`src/rtl/iob_bfifo_field_reader.sv`:
```
// Field reader for the iob_bfifo bit FIFO: pops one right-aligned field per width command.
// Optional macro IOB_BFIFO_FIELD_SEXT_EN adds cmd_signed_i and sign-extends fields.
module iob_bfifo_field_reader #(
  parameter int DATA_W = 21,
  localparam int CW = $clog2(DATA_W) + 1,
  localparam int LW = $clog2(2 * DATA_W) + 1
) (
  input  logic              clk_i,
  input  logic              rst_i,
  input  logic              cmd_valid_i,
  output logic              cmd_ready_o,
  input  logic [CW-1:0]     cmd_width_i,
`ifdef IOB_BFIFO_FIELD_SEXT_EN
  input  logic              cmd_signed_i,
`endif
  input  logic [LW-1:0]     bf_rlevel_i,
  input  logic [DATA_W-1:0] bf_rdata_i,
  output logic              bf_read_o,
  output logic [CW-1:0]     bf_rwidth_o,
  output logic              field_valid_o,
  input  logic              field_ready_i,
  output logic [DATA_W-1:0] field_o,
  output logic [CW-1:0]     field_width_o,
  output logic [1:0]        dbg_state_o
);

  localparam logic [1:0] S_IDLE = 2'd0;
  localparam logic [1:0] S_WAIT = 2'd1;
  localparam logic [1:0] S_OUT  = 2'd2;
  localparam logic [CW-1:0] DW_C = CW'(DATA_W);

  logic [1:0]        r_state;
  logic [CW-1:0]     r_width;
  logic [DATA_W-1:0] r_field;
  logic [CW-1:0]     r_field_width;
  logic              r_valid;

  logic              w_accept;
  logic [CW-1:0]     w_width_clamped;
  logic              w_level_ok;
  logic              w_read;
  logic [CW-1:0]     w_shift;
  logic [DATA_W-1:0] w_field;

  // Handshakes: a transfer happens on a rising edge where valid && ready; valid never waits on ready.
  assign cmd_ready_o = (r_state == S_IDLE) || ((r_state == S_OUT) && field_ready_i);
  assign w_accept    = cmd_valid_i && cmd_ready_o;

  assign w_width_clamped = (cmd_width_i > DW_C) ? DW_C : cmd_width_i;
  assign w_level_ok      = bf_rlevel_i >= LW'(r_width);

  // The read strobe is suppressed during reset so a discarded command never pops bits.
  assign w_read      = (r_state == S_WAIT) && w_level_ok && !rst_i;
  assign bf_read_o   = w_read;
  assign bf_rwidth_o = w_read ? r_width : '0;

  assign w_shift = DW_C - r_width;

`ifdef IOB_BFIFO_FIELD_SEXT_EN
  logic              r_signed;
  logic [DATA_W-1:0] w_field_s;
  // Arithmetic shift replicates the field MSB (rdata MSB) into the upper bits.
  assign w_field_s = DATA_W'($signed(bf_rdata_i) >>> w_shift);
  assign w_field   = r_signed ? w_field_s : (bf_rdata_i >> w_shift);
`else
  assign w_field = bf_rdata_i >> w_shift;
`endif

  always_ff @(posedge clk_i) begin
    if (rst_i) begin
      r_state       <= S_IDLE;
      r_width       <= '0;
      r_field       <= '0;
      r_field_width <= '0;
      r_valid       <= 1'b0;
`ifdef IOB_BFIFO_FIELD_SEXT_EN
      r_signed      <= 1'b0;
`endif
    end else begin
      case (r_state)
        S_WAIT: begin
          if (w_read) begin
            r_field       <= w_field;
            r_field_width <= r_width;
            r_valid       <= 1'b1;
            r_state       <= S_OUT;
          end
        end
        S_OUT: begin
          if (field_ready_i) begin
            r_valid <= 1'b0;
            r_state <= S_IDLE;
          end
        end
        S_IDLE: ;
        default: r_state <= S_IDLE;
      endcase

      // A command accept (from IDLE or on the OUT handshake) overrides the case above.
      if (w_accept) begin
        r_width <= w_width_clamped;
`ifdef IOB_BFIFO_FIELD_SEXT_EN
        r_signed <= cmd_signed_i;
`endif
        if (w_width_clamped == '0) begin
          r_field       <= '0;
          r_field_width <= '0;
          r_valid       <= 1'b1;
          r_state       <= S_OUT;
        end else begin
          r_valid <= 1'b0;
          r_state <= S_WAIT;
        end
      end
    end
  end

  assign field_valid_o = r_valid;
  assign field_o       = r_field;
  assign field_width_o = r_field_width;
  assign dbg_state_o   = r_state;

endmodule

```
`config.mk`:
```
export PLATFORM = sky130hd
export DESIGN_NAME = iob_bfifo_field_reader
export DESIGN_NICKNAME = d
export VERILOG_FILES = /design/src/rtl/iob_bfifo_field_reader.sv
export SDC_FILE = /design/constraint.sdc
export NUM_CORES = 1
export LEC_CHECK = 0
export ABC_AREA = 1
export CAP_MARGIN = 20
export CORE_MARGIN = 2
export CORE_UTILIZATION = 40
export DETAILED_ROUTE_END_ITERATION = 7
export HOLD_SLACK_MARGIN = 0.03
export PLACE_DENSITY = 0.7
export SYNTH_ARGS = -nofsm -noshare
export SYNTH_HDL_FRONTEND = slang
export SYNTH_SLANG_ARGS = --single-unit
export TNS_END_PERCENT = 1
```
`constraint.sdc`:
```
create_clock -name clk_i -period 4.5 [get_ports clk_i]
set_clock_uncertainty 0.2 [all_clocks]
set_input_delay 0.9 -clock clk_i [delete_from_list [all_inputs] [get_ports clk_i]]
set_output_delay 0.9 -clock clk_i [all_outputs]
set_load 0.01 [all_outputs]
```
==> impl_metrics.yaml <==
clock_tree:
  clk_latency_ps: 290
  clk_pin_slew_ps: 70
  htree_levels: 2
  clock_sinks: 36
  clockRootBuffer: "clkbuf_8"
  cts.path.max_buffers: 2
  cts_tree: "done"
  cts_resized: 0
  cts_buffers: 5
  cts_setup_buffers: 0
  cts-hold-fix-buffers: 0
setup_path:
  critical_path.cell_chain: "clkdlybuf4s50_1 > ha_1 > inv_1 > nor3_1 > nand2_1 > nand3_1 > nand2_2 > nor2_1 > clkdlybuf4s50_1"
  crit_type: "in -> out"
  critical_path.top_delay_family: "buffers and inverters"
  worstPathMaxFanout: 14
  critPathBufInv: 3
  cp_slowest_stage_delay_ps: 570
  path_common_cell: "clkdlybuf4s50_1"
  critPathArrivalTime_ps: 2940
  startpoint_type: "input pin"
  slowest_stage: "clkdlybuf4s50_1"
  required_ps: 3400
  cp-end-kind: "primary output"
drt:
  wl_per_cell_um: 13.0
  drt_iter0_drc: 260
  vias: 2998
  finalWirelength_um: 7380
  via_per_inst: 5.26
  drc: 0
  first_pass_iters: 5
  ant_nets: 0
cells_and_area:
  fin_util_pct: 55.3
  layout_common_cells: "nand2_1, nand3_1, clkdlybuf4s50_1"
  final_cell_area_um2: 3470
  final_nets: 537
  mostFrequentLayoutCell: "nand2_1"
  antenna_cells: 0
  layout-drive-gt1-share_pct: 4.46
  syn_to_final_growth_pct: 35.2
status:
  status: "finished clean"
synth:
  synth_cell_types: 31
  syn_nets: 469
  synth_area_um2: 2560
  avgSynthCellArea_um2: 6.05
  ys_ff_latch: 36
  synthFlopType: "dfxtp_1"
  yosysSeqAreaShare_pct: 28.1
  synth_edf_count: 0
  synth_warnings: 0
  synthCells: 424
  synthArstFlopShare_pct: 0
placement:
  globalplace.congestion: 0.951
  placement.io_buffers: 75
  pre_cts_ws_ps: 434
  place_area_um2: 3360
  dp_hpwl_um: 5680
global_route:
  grt_pass1_vias: 2866
  antenna_found_initial: 0
  grt_max_degree: 28
  grt_overflow: 0
  grt_usage_pct: 21.1
  grt_first_pass_wirelength_um: 12400
timing:
  hold_violations: 0
  fmax_mhz: 248
  post-route-period-util_pct: 89.7
  tns_ps: 0
  final-setup-viol-count: 0
  setup_ws_ps: 463
  fin_crit_ps: 4040
  worstMarginPinSlew_ps: 674
  finalMaxSlewViolations: 0
  relSlewSlack_pct: 55.0
  rsz0062_at_grt: "false"
pwr:
  vdd_drop_max_mv: 0.182
  powerDensity_nw_per_um2: 275
  p_leak_nw: 1.43
  power_mw: 0.953
floorplan:
  start_util_pct: 40.9
  dieArea_um2: 7070
  die_w_um: 84.1
  die_h_um: 84.1
  ios: 76
  rows: 29
  placeableCoreArea_um2: 6280
flow_run:
  cap_violations: 0
min_path:
  hold_path_class: "reg -> reg"
==> Yosys cell counts, types with 2 or more instances <==
master      n  area (um^2)
ha_1        7         87.6
nand2_2     3         18.8
nor2_1     39          146
a21oi_1    28          140
nand2_1   124          465
a211oi_1    2         15.0
nor3_1      4         20.0
inv_1      26         97.6
nand3_1   103          515
dfxtp_1    36          721
xor2_1      3         26.3
buf_2      14         70.1
clkbuf_1    5         18.8
o21ai_0    12         60.1
inv_2       2         7.51
==> kinds of logic after synthesis <==
group	count (synthesis)	synth area share, %
buffers and inverters	49	8.00
AOI/OAI and AO/OA	48	10.4
DFF	36	28.1
xor gates and xnor gates	4	2.10
adders and majority gates	7	3.41
and+or+nand+nor	280	48.0
==> per-layer routing <==
| metal | share of wire (%) | GRT usage [%] | up-vias | wire [um] |
|---|---|---|---|---|
| met5 | 0 | 0 | - | 0 |
| met1 | 44 | 25.9 | 1349 | 3260 |
| met4 | 1.9 | 6.89 | 0 | 141 |
| met2 | 48 | 36.0 | 97 | 3530 |
| li1 | - | - | 1537 | - |
| met3 | 6.1 | 5.04 | 15 | 452 |
==> final cells by class <==
cell class                      count  area, um^2
Fill cell                         657        2810
Multi-Input combinational cell    339        1640
Timing Repair Buffer               81         796
Sequential cell                    36         721
Inverter                           29         109
Tap cell                           77        96.3
Clock buffer                        6        72.6
Clock inverter                      2        35.0
==> worst register-to-register path, stage by stage (launching register included) <==
cell and delay [ps]:
dfxtp_1 320, buf_4 220, ha_1 730, clkinv_1 580
nor2_1 360, nand2_1 90, a21oi_1 150, nand2_1 70
a21oi_1 100
==> per-stage QoR <==
step | hold slack, ps | std cells
after floorplan | 258 | 424
after global placement | 252 | 562
after detailed placement | 255 | 562
after CTS | 266 | 570
after global routing | 278 | 570
final | 264 | 570
==> worst paths after layout <==
kind                                start                     to  slack (ps)  cells past startpoint
setup / recovery           bf_rlevel_i[5]         bf_rwidth_o[3]         460                      9
hold / removal      field_o[2]$_SDFF_PP0_  field_o[2]$_SDFF_PP0_         260                      2
setup reg to reg  r_width[1]$_SDFFE_PP0P_  field_o[4]$_SDFF_PP0_        1620                      8
hold reg to reg     field_o[2]$_SDFF_PP0_  field_o[2]$_SDFF_PP0_         260                      2
==> sequential cells by signal, summed over array words and instances (netlist names) <==
name,count
dbg_state_o,2
field_width_o,6
field_valid_o,1
r_width,6
field_o,21
==> power by group <==
group          switching [mW]  internal, mW  leakage [nW]  total, mW
Combinational           0.194         0.134          1.08      0.328
Clock                   0.113         0.164        0.0552      0.277
Sequential             0.0116         0.336         0.293      0.347
Total                   0.319         0.634          1.43      0.953
No activity file was read; power rests on OpenSTA's default activity.
